**src/rtl/stream_remove_pkg.sv**
```systemverilog
// Shared types and helpers for the stream_remove command scheduler.
// The command record width follows the package-level requester count and
// byte-count width; the scheduler top derives its own widths from these.
package stream_remove_pkg;

  localparam int SR_DATA_WD      = 32;
  localparam int SR_DATA_BYTE_WD = SR_DATA_WD / 8;
  localparam int SR_BYTE_CNT_WD  = $clog2(SR_DATA_BYTE_WD);
  localparam int SR_NUM_REQ      = 4;
  localparam int SR_REQ_ID_WD    = $clog2(SR_NUM_REQ);
  localparam int SR_CMD_DEPTH    = 4;

  // One queued command: which requester owns the packet and how many bytes to strip.
  typedef struct packed {
    logic [SR_REQ_ID_WD-1:0]   src;
    logic [SR_BYTE_CNT_WD-1:0] cnt;
  } rm_cmd_t;

  // Convert a one-hot grant vector into the index of its set bit (0 when none).
  function automatic logic [SR_REQ_ID_WD-1:0] onehot_to_idx(input logic [SR_NUM_REQ-1:0] oh);
    logic [SR_REQ_ID_WD-1:0] idx;
    idx = '0;
    for (int i = 0; i < SR_NUM_REQ; i++) begin
      idx = idx | (oh[i] ? SR_REQ_ID_WD'(i) : SR_REQ_ID_WD'(0));
    end
    return idx;
  endfunction

endpackage

```
**src/rtl/stream_remove_rr_arb.sv**
```systemverilog
// Round-robin arbiter: searches upward from the pointer with wrap and grants
// the first active requester. No grant is issued when advance is low.
module stream_remove_rr_arb #(
  parameter int NUM_REQ = 4,
  localparam int ID_WD  = $clog2(NUM_REQ)
) (
  input  logic [NUM_REQ-1:0] req,
  input  logic               advance,
  input  logic [ID_WD-1:0]   ptr,
  output logic [NUM_REQ-1:0] grant
);

  // First-match search starting at the priority pointer.
  always_comb begin
    logic found_s;
    int   idx_s;
    grant   = '0;
    found_s = 1'b0;
    idx_s   = 0;
    if (advance) begin
      for (int k = 0; k < NUM_REQ; k++) begin
        idx_s = (int'(ptr) + k) % NUM_REQ;
        if (!found_s && req[idx_s]) begin
          grant[idx_s] = 1'b1;
          found_s      = 1'b1;
        end else begin
          found_s = found_s;
        end
      end
    end else begin
      grant = '0;
    end
  end

endmodule

```
**src/rtl/stream_remove_sched.sv**
```systemverilog
// Command scheduler in front of stream_remove: round-robin grant across
// requesters, a command FIFO, registered head outputs and per-source done pulses.
// Optional statistics (packet/byte counters with clear) are built only when
// STREAM_REMOVE_SCHED_STATS_EN is defined.
module stream_remove_sched
  import stream_remove_pkg::*;
#(
  parameter int DATA_WD      = SR_DATA_WD,
  parameter int NUM_REQ      = SR_NUM_REQ,
  parameter int CMD_DEPTH    = SR_CMD_DEPTH,
  localparam int DATA_BYTE_WD = DATA_WD / 8,
  localparam int BYTE_CNT_WD  = $clog2(DATA_BYTE_WD),
  localparam int REQ_ID_WD    = $clog2(NUM_REQ),
  localparam int PTR_WD       = $clog2(CMD_DEPTH),
  localparam int LVL_WD       = $clog2(CMD_DEPTH) + 1
) (
  input  logic                           clk,
  input  logic                           rst_n,
  input  logic                           sched_en,
  input  logic [NUM_REQ-1:0]             req_valid,
  input  logic [NUM_REQ*BYTE_CNT_WD-1:0] req_cnt,
  output logic [NUM_REQ-1:0]             req_ready,
  output logic                           valid_remove,
  output logic [BYTE_CNT_WD-1:0]         byte_remove_cnt,
  input  logic                           ready_remove,
  output logic [REQ_ID_WD-1:0]           cur_src,
  output logic [NUM_REQ-1:0]             pkt_done,
`ifdef STREAM_REMOVE_SCHED_STATS_EN
  input  logic                           stat_clr,
  output logic [31:0]                    stat_pkts,
  output logic [31:0]                    stat_bytes,
`endif
  output logic [LVL_WD-1:0]              cmd_level
);

  rm_cmd_t              mem_r [CMD_DEPTH];
  rm_cmd_t              head_r;
  rm_cmd_t              head_nxt_s;
  rm_cmd_t              push_cmd_s;
  logic                 head_vld_r;
  logic [PTR_WD-1:0]    wr_ptr_r;
  logic [PTR_WD-1:0]    rd_ptr_r;
  logic [LVL_WD-1:0]    level_r;
  logic [LVL_WD-1:0]    level_nxt_s;
  logic [REQ_ID_WD-1:0] rr_ptr_r;
  logic [NUM_REQ-1:0]   grant_s;
  logic [NUM_REQ-1:0]   done_r;
  logic                 pop_s;
  logic                 push_s;
  logic                 can_push_s;

  assign pop_s      = head_vld_r && ready_remove;
  assign can_push_s = sched_en && ((level_r < LVL_WD'(CMD_DEPTH)) || pop_s);
  assign push_s     = |grant_s;

  stream_remove_rr_arb #(.NUM_REQ(NUM_REQ)) u_arb (
    .req     (req_valid),
    .advance (can_push_s),
    .ptr     (rr_ptr_r),
    .grant   (grant_s)
  );

  // Build the command record for the granted requester.
  always_comb begin
    push_cmd_s     = '0;
    push_cmd_s.src = onehot_to_idx(grant_s);
    push_cmd_s.cnt = req_cnt[push_cmd_s.src*BYTE_CNT_WD +: BYTE_CNT_WD];
  end

  // Next occupancy and next head: the head moves only on pop or on push into an empty queue.
  always_comb begin
    level_nxt_s = level_r;
    head_nxt_s  = head_r;
    case ({push_s, pop_s})
      2'b10:   level_nxt_s = level_r + LVL_WD'(1);
      2'b01:   level_nxt_s = level_r - LVL_WD'(1);
      default: level_nxt_s = level_r;
    endcase
    if (level_nxt_s == LVL_WD'(0)) begin
      head_nxt_s = '0;
    end else if (push_s && ((level_r == LVL_WD'(0)) || (pop_s && (level_r == LVL_WD'(1))))) begin
      head_nxt_s = push_cmd_s;
    end else if (pop_s) begin
      head_nxt_s = mem_r[rd_ptr_r + PTR_WD'(1)];
    end else begin
      head_nxt_s = head_r;
    end
  end

  // Command storage, written at wr_ptr on every accepted grant.
  always_ff @(posedge clk) begin
    if (!rst_n) begin
      for (int i = 0; i < CMD_DEPTH; i++) begin
        mem_r[i] <= '0;
      end
    end else if (push_s) begin
      mem_r[wr_ptr_r] <= push_cmd_s;
    end else begin
      mem_r[wr_ptr_r] <= mem_r[wr_ptr_r];
    end
  end

  // Pointers, occupancy, round-robin priority, head registers and done pulse.
  always_ff @(posedge clk) begin
    if (!rst_n) begin
      wr_ptr_r   <= '0;
      rd_ptr_r   <= '0;
      level_r    <= '0;
      rr_ptr_r   <= '0;
      head_r     <= '0;
      head_vld_r <= 1'b0;
      done_r     <= '0;
    end else begin
      if (push_s) begin
        wr_ptr_r <= wr_ptr_r + PTR_WD'(1);
        rr_ptr_r <= (push_cmd_s.src == REQ_ID_WD'(NUM_REQ - 1)) ? REQ_ID_WD'(0)
                                                                 : push_cmd_s.src + REQ_ID_WD'(1);
      end else begin
        wr_ptr_r <= wr_ptr_r;
        rr_ptr_r <= rr_ptr_r;
      end
      if (pop_s) begin
        rd_ptr_r <= rd_ptr_r + PTR_WD'(1);
        done_r   <= NUM_REQ'(1) << head_r.src;
      end else begin
        rd_ptr_r <= rd_ptr_r;
        done_r   <= '0;
      end
      level_r    <= level_nxt_s;
      head_r     <= head_nxt_s;
      head_vld_r <= (level_nxt_s != LVL_WD'(0));
    end
  end

`ifdef STREAM_REMOVE_SCHED_STATS_EN
  logic [31:0] pkts_r;
  logic [31:0] bytes_r;

  // Popped packet and byte counters; clear wins over a same-cycle pop.
  always_ff @(posedge clk) begin
    if (!rst_n) begin
      pkts_r  <= 32'd0;
      bytes_r <= 32'd0;
    end else if (stat_clr) begin
      pkts_r  <= 32'd0;
      bytes_r <= 32'd0;
    end else if (pop_s) begin
      pkts_r  <= pkts_r + 32'd1;
      bytes_r <= bytes_r + 32'(head_r.cnt);
    end else begin
      pkts_r  <= pkts_r;
      bytes_r <= bytes_r;
    end
  end

  assign stat_pkts  = pkts_r;
  assign stat_bytes = bytes_r;
`endif

  assign req_ready       = grant_s;
  assign valid_remove    = head_vld_r;
  assign byte_remove_cnt = head_r.cnt;
  assign cur_src         = head_r.src;
  assign pkt_done        = done_r;
  assign cmd_level       = level_r;

endmodule

```
**config.mk**
```make
export PLATFORM = sky130hd
export DESIGN_NAME = stream_remove_sched
export DESIGN_NICKNAME = d
export VERILOG_FILES = /design/src/rtl/stream_remove_pkg.sv /design/src/rtl/stream_remove_rr_arb.sv /design/src/rtl/stream_remove_sched.sv
export SDC_FILE = /design/constraint.sdc
export NUM_CORES = 1
export LEC_CHECK = 0
export BUFFER_PORTS_ARGS = -buffer_cell sky130_fd_sc_hd__buf_2
export CAP_MARGIN = 40
export CORE_MARGIN = 2
export CORE_UTILIZATION = 25
export CTS_BUF_LIST = sky130_fd_sc_hd__clkbuf_4 sky130_fd_sc_hd__clkbuf_8
export DETAILED_ROUTE_END_ITERATION = 10
export PLACE_DENSITY = 0.49
export SYNTH_ARGS = -nofsm -noshare
export SYNTH_HDL_FRONTEND = slang
export SYNTH_SLANG_ARGS = --single-unit
```
**constraint.sdc**
```tcl
create_clock -name clk -period 3.6 [get_ports clk]
set_input_delay 0.54 -clock clk [delete_from_list [all_inputs] [get_ports clk]]
set_output_delay 0.54 -clock clk [all_outputs]
set_load 0.01 [all_outputs]
```
Word-level counts from Yosys, hierarchy flattened

Memory sizes are Yosys's and may differ from the RTL's.
Cells that the tools add are included.

$add $sub $neg: 8
$lt $le $gt $ge: 9
Equal/unequal tests: 5
Shift-type cells: 2
Mux-type cells: 51
Bitwise gates (word level): 10
Reduce and logical (&&, ||, !) cells: 28

Operators with widths:

| cell                                                                          | count |
|---|---|
| 4-bit 2-to-1 mux                                                              | 12 |
| 1-bit 2-to-1 mux                                                              | 26 |
| 3-bit by 4-bit less-than comparator with 1-bit output (second input constant) | 3 |
| 4-bit OR                                                                      | 3 |
| 1-bit logical AND                                                             | 11 |
| 3-bit by 1-bit >= comparator with 1-bit output (second input constant)        | 3 |
| 2-bit by 1-bit adder with 2-bit output (second input constant)                | 4 |
| 1-bit binary-select mux with 2-bit select                                     | 4 |
| 1-bit demux with 2-bit select                                                 | 4 |
| 2-bit 2-to-1 mux                                                              | 4 |
| 2-bit OR reduction                                                            | 4 |
| 4-bit OR reduction                                                            | 2 |
| 8-bit by 4-bit indexed part select with 2-bit output                          | 1 |
| 3-bit zero test                                                               | 2 |
| 3-bit case mux with 2 select lines                                            | 1 |
| 2-bit adder (second input constant)                                           | 2 |
| 2-bit equality test (second input constant)                                   | 2 |
| 2-bit AND reduction                                                           | 2 |
| 1-bit by 2-bit << shifter with 4-bit output (first input constant)            | 1 |
| 3-bit by 1-bit adder with 3-bit output (second input constant)                | 1 |
| 1-bit AND (first input constant)                                              | 3 |
| 3-bit by 1-bit equality test with 1-bit output (second input constant)        | 1 |
| 1-bit zero test                                                               | 3 |
| 2-bit by 3-bit less-than comparator with 1-bit output (second input constant) | 1 |
| 12 further kinds                                                              | 13 |

Bits in registers: 18
Memory bits (writable): 16
Output and inout port bits: 16
Memories: 1

Memories:

| name  | words | width | read ports | clocked after Yosys merged registers in | write ports | line                      | RTL |
|---|---|---|---|---|---|---|---|
| mem_r | 4     | 4     | 1          | 0                                       | 4           | stream_remove_sched.sv:36 | `rm_cmd_t mem_r [CMD_DEPTH];` |

Longest topological paths before layout

Depth in word-level cells: 25
Gate-level depth with buffers: 16
Depth with buffers taken out: 16

Hierarchy

From an unflattened synthesis, not the netlist that was laid out.

Cell total of the unflattened synthesis: 200
Area total of the unflattened synthesis: 2030.7 µm²

Modules (own cells, without submodules):

| module               | instances | cells each | area each (µm²) | sequential area each (µm²) |
|---|---|---|---|---|
| stream_remove_sched  | 1         | 152        | 1629.1          | 840.8 |
| stream_remove_rr_arb | 1         | 48         | 401.6           | 0.0 |

Worst setup path before layout

No wires, ideal clock.

Kind: reg-to-reg
Start: reg rr_ptr_r[0]
End: reg head_r (netlist bit byte_remove_cnt[0])
Setup time: 0.115 ns
Arrival time: 3.388 ns
Required time: 3.485 ns
Setup slack: 0.097 ns
Stages on the path, launching flop included: 17
Path buffers: 0
Period minus slack after synthesis: 3.503 ns
Cell sequence: dfxtp_1 > inv_1 > ha_1 > mux4_2 > or2_4 > a211oi_2 > nor2_1 > a31oi_4 > inv_2 > ha_1 > inv_1 > o22ai_1 > o311ai_0 > inv_1 > nor3_1 > a31oi_1 > o21a_1

Longest elaborated chain between the ends: 21
Elaborated cells on any way between the ends: 78
Classes of those cells: add/sub (3); order compare (8); eq/ne (2); shift (1); mux (38); bitwise (8); reduce/logical (18)

RTL lines:

| element                                                                                             | line                                                   | RTL |
|---|---|---|
| start: declaration                                                                                  | stream_remove_sched.sv:45                              | `logic [REQ_ID_WD-1:0] rr_ptr_r;` |
| start signal: assignment                                                                            | stream_remove_sched.sv:116                             | `rr_ptr_r <= (push_cmd_s.src == REQ_ID_WD'(NUM_REQ - 1)) ? REQ_ID_WD'(0)` |
| start signal: assignment                                                                            | stream_remove_sched.sv:120                             | `rr_ptr_r <= rr_ptr_r;` |
| 2-bit by 1-bit adder with 2-bit output or 1-bit binary-select mux with 2-bit select (tied branches) | stream_remove_rr_arb.sv:22, stream_remove_rr_arb.sv:23 |  |
| 2-bit OR reduction (no line) or 1-bit 2-to-1 mux (tied branches)                                    | --                                                     |  |
| 1-bit AND (no line) or 1-bit 2-to-1 mux (tied branches)                                             | --                                                     |  |
| 3-bit by 4-bit less-than comparator with 1-bit output (not written as such) (tied with other cells) | stream_remove_rr_arb.sv:24                             | `grant[idx_s] = 1'b1;` |
| 1-bit logical AND (not written as such) or 1-bit zero test (tied branches)                          | stream_remove_rr_arb.sv:24, stream_remove_rr_arb.sv:23 |  |
| 1-bit 2-to-1 mux (not written as such) or 1-bit logical AND (tied branches)                         | stream_remove_rr_arb.sv:24, stream_remove_rr_arb.sv:23 |  |
| 1-bit demux with 2-bit select or 1-bit 2-to-1 mux (tied branches)                                   | --                                                     |  |
| 4-bit OR (no line) or 1-bit 2-to-1 mux (tied branches)                                              | --                                                     |  |
| [6 not listed]                                                                                      | --                                                     |  |
| 4-bit 2-to-1 mux (*)                                                                                | stream_remove_rr_arb.sv:23                             | `if (!found_s && req[idx_s]) begin` |
| 4-bit 2-to-1 mux (*)                                                                                | stream_remove_rr_arb.sv:20                             | `if (advance) begin` |
| 4-bit OR reduction (*)                                                                              | stream_remove_sched.sv:54                              | `assign push_s = \|grant_s;` |
| net push_s                                                                                          | stream_remove_sched.sv:49                              | `logic push_s;` |
| 2-bit by 1-bit equality test with 1-bit output or 2-bit equality test (tied branches)               | stream_remove_sched.sv:74                              | `case ({push_s, pop_s})` |
| 3-bit case mux with 2 select lines                                                                  | stream_remove_sched.sv:74                              |  |
| 3-bit zero test                                                                                     | stream_remove_sched.sv:79                              | `if (level_nxt_s == LVL_WD'(0)) begin` |
| 2-bit OR reduction (no line)                                                                        | --                                                     |  |
| end signal: assignment                                                                              | stream_remove_sched.sv:130                             | `head_r <= head_nxt_s;` |
| end: declaration                                                                                    | stream_remove_sched.sv:37                              | `rm_cmd_t head_r;` |

Mark *: on every way through the listed nets, which the timed path passes. The rest lies on a longest branch. The select of a mux whose other input is x is not followed.
A chain may end at the register's enable or synchronous reset.

Worst setup path in the final report

Start: reg rr_ptr_r[0]
End: reg head_r (netlist bit byte_remove_cnt[1])

Same word-level chain as after synthesis.

==> metrics.cfg <==
[run_status]
status=completed

[yosys]
ys.flop_type=dfxtp_1
synth_edf_count=16
syn_nets=251
synth.distinct_cells=53
ys_ff_latch=34
synthCells=222
yosys_warnings=0
postSynthAreaPerCell_um2=9.80
netlist.area_leader.share_pct=22.1
async_reset_ff_share_pct=0
ys_top_cells_by_area=edfxtp_1 (22%), dfxtp_1 (17%), ha_1 (7.5%), mux4_2 (6.2%), nand2_1 (5.2%)
netlist_area_um2=2180
synth_seq_area_share_pct=38.6
yosysTopAreaCell=edfxtp_1

[timing]
whs_ns=0.499
hold_viol=0
timing.fmax_mhz=297
relSlewSlack_pct=54.1
period_minus_slack_ns=3.36
skew_ns=0.00840
slew_violations=0
setup_viol=0
setup-tns-final_ns=0
finalCritPeriodShare_pct=93.5
worst_pin_slew_ns=0.683
grt_setup_unrepaired=no

[setup_path]
cp-endpoint=byte_remove_cnt[1]
reg2reg_slack_ns=0.24
slowest_delay_ns=0.36
setup.worst_path.end_class=flip-flop
critPathLaunch=rr_ptr_r[0]
path_buf_inv=5
crit_arrival_ns=3.55
crit_family=compound AO/OA/AOI/OAI gates
timing.critical_path.mode_cell=inv_1
slowest_stage=mux4_2
r2r_end=byte_remove_cnt[1]
critPathMaxFanout=6
reg2reg_depth=17
crit_cells=17
crit_type=reg -> reg
reg2reg_from=rr_ptr_r[0]
critPathLaunchType=flip-flop
worstPathCellList=inv_1 -> ha_1 -> mux4_2 -> or2_4 -> a211oi_2 -> nor2_1 -> a31oi_4 -> inv_2 -> ha_1 -> inv_1 -> o22ai_1 -> o311ai_0 -> inv_1 -> nor3_1 -> buf_4 -> a31oi_1 -> o21a_1
required_ns=3.78

[power]
internal_power_uw=1220
ir_drop_mv=0.198
p_total_uw=2050
power_frac_comb_pct=55.0
power.density_nw_per_um2=774
switching_power_uw=834
clkPwrFrac_pct=18.1
leakage_uw=0.00110
sw_frac_of_total_pct=40.6
share_seq_of_total_power_pct=26.9

[clocking]
cts_tree=done
htreeDepth=2
cts_inserted_buffers=5
root_buffer=clkbuf_8
insertion_delay_ns=0.28
ctsHoldBuffers=0
max-clock-path-buffers=2
clock-sinks=34
clk_pin_slew_ns=0.07

[floorplanning]
num_rows=34
io_pins=32
die_area_um2=9470
core_um2=8590
die_h_um=97.3
die_w_um=97.3
start_util_pct=25.3

[finish]
n_antenna_cell=0
multi_input_comb_area_um2=1220
seqCellArea_um2=841
fin_nets=298
final_util_pct=30.9
area_delta_synth_final_pct=22.0
drive_above_1_share_pct=30.0
fin_area_um2=2650
fillers=888

[drt]
wl_um=5250
routedWlPerCell_um=13.9
route.met2.wl_um=2420
met3_length_um=184
vias=1761
wl_met1_um=2600
antenna_left=0
drcViolationCount=0
routed_via_density=4.66
drtIter0Drc=108
dr.max_layer_used=met4
drtPass1Iterations=4

[global_route]
antenna_found_initial=0
grt_pass1_wl_um=8510
grt_pass1_vias=1730
gr-total-overflow=0
grt_max_degree=16
grt_use_total_pct=11.2

[placed_design]
place.gp.congestion=0.887
dp_hpwl_um=4100
place_area_um2=2520
io_buffers=31

[job]
drv_cap=0

[hold_path]
min_path_type=reg -> reg

==> worst min path at each step <==
stage / start / to / cells past startpoint
finish: cur_src[0] / pkt_done[0] / 1
global route: cur_src[0] / pkt_done[0] / 1
CTS: cur_src[0] / pkt_done[0] / 1
detailed placement: cur_src[0] / pkt_done[0] / 1
global placement: cur_src[0] / pkt_done[2] / 1
floorplan: wr_ptr_r[1] / wr_ptr_r[1] / 2
==> through the flow <==
stage,cells,setup slack [ns]
2_1_floorplan,222,0.0971
3_3_place_gp,368,0.206
3_5_place_dp,368,0.112
4_1_cts,376,0.199
5_1_grt,378,0.000182
6_report,378,0.235
==> cell usage after synthesis, types with 2 or more instances <==
| master | instances |
|---|---|
| nand2_1 | 30 |
| nor2_1 | 29 |
| dfxtp_1 | 18 |
| inv_1 | 18 |
| edfxtp_1 | 16 |
| ha_1 | 13 |
| a21oi_1 | 10 |
| o21ai_0 | 9 |
| mux4_2 | 6 |
| clkbuf_1 | 3 |
| mux2i_1 | 3 |
| nand3b_1 | 3 |
| nor3_1 | 3 |
| nor3b_1 | 3 |
| o21a_1 | 3 |
| a211oi_1 | 2 |
| a21oi_2 | 2 |
| a22oi_1 | 2 |
| a31oi_1 | 2 |
| and3b_1 | 2 |
| buf_6 | 2 |
| inv_2 | 2 |
| mux4_1 | 2 |
| nand4b_1 | 2 |
| nand4b_2 | 2 |
| o21ai_1 | 2 |
| o21ai_2 | 2 |
| o221ai_2 | 2 |
| o2bb2ai_1 | 2 |
| o31ai_1 | 2 |
| or2_2 | 2 |
| or3_1 | 2 |
==> sequential cells by signal, summed over array words and instances, names as in the netlist <==
name	count
mem_r	16
pkt_done	4
cmd_level	3
byte_remove_cnt	2
cur_src	2
rd_ptr_r	2
rr_ptr_r	2
wr_ptr_r	2
valid_remove	1
==> area by class of cell <==
class	count	area share, %
multi-input cells	163	46.1
flip-flops and latches	34	31.7
repair buffers	45	9.81
well taps	108	5.09
clock buffers	7	3.39
inverters	20	2.83
clock inverters	1	1.13
==> kinds of logic (layout without fill, tap and decap cells) <==
logic type | after synthesis | in the layout | synth area share, %
adders and majority gates | 13 | 13 | 7.48
xor gates and xnor gates | 2 | 2 | 0.805
DFF | 34 | 34 | 38.6
and+or+nand+nor | 86 | 86 | 20.0
AOI/OAI and AO/OA | 51 | 51 | 18.1
muxes | 11 | 11 | 10.0
buffers and inverters | 25 | 73 | 5.00
==> power groups by stage <==
stage          registers [uW]  logic (uW)  clock network (uW)
3_3_place_gp              564        1100                   0
2_1_floorplan             572         783                   0
5_1_grt                   565        1240                 394
6_report                  553        1130                 371
3_5_place_dp              564        1100                   0
4_1_cts                   555        1110                 377
==> cells in the final DEF, fill, tap and decap left out, types with 6 or more instances in the layout <==
cell type	n
inv_1	18
mux4_2	7
ha_1	13
nor2_1	29
a21oi_1	10
nand2_1	30
o21ai_0	8
buf_2	31
dfxtp_1	18
buf_4	14
edfxtp_1	16
clkbuf_8	6
==> what timing repair did <==
item,in CTS,in global routing
gates resized for setup,0,2
setup buffers,0,2
setup endpoints to repair,0,2
==> per-layer routing <==
metal | vias up | global-route usage (%)
met3 | 6 | 2.73
met4 | 0 | 2.78
li1 | 887 | -
met1 | 837 | 14.8
met2 | 31 | 18.4
met5 | - | 0
(Power assumes the default switching activity.)
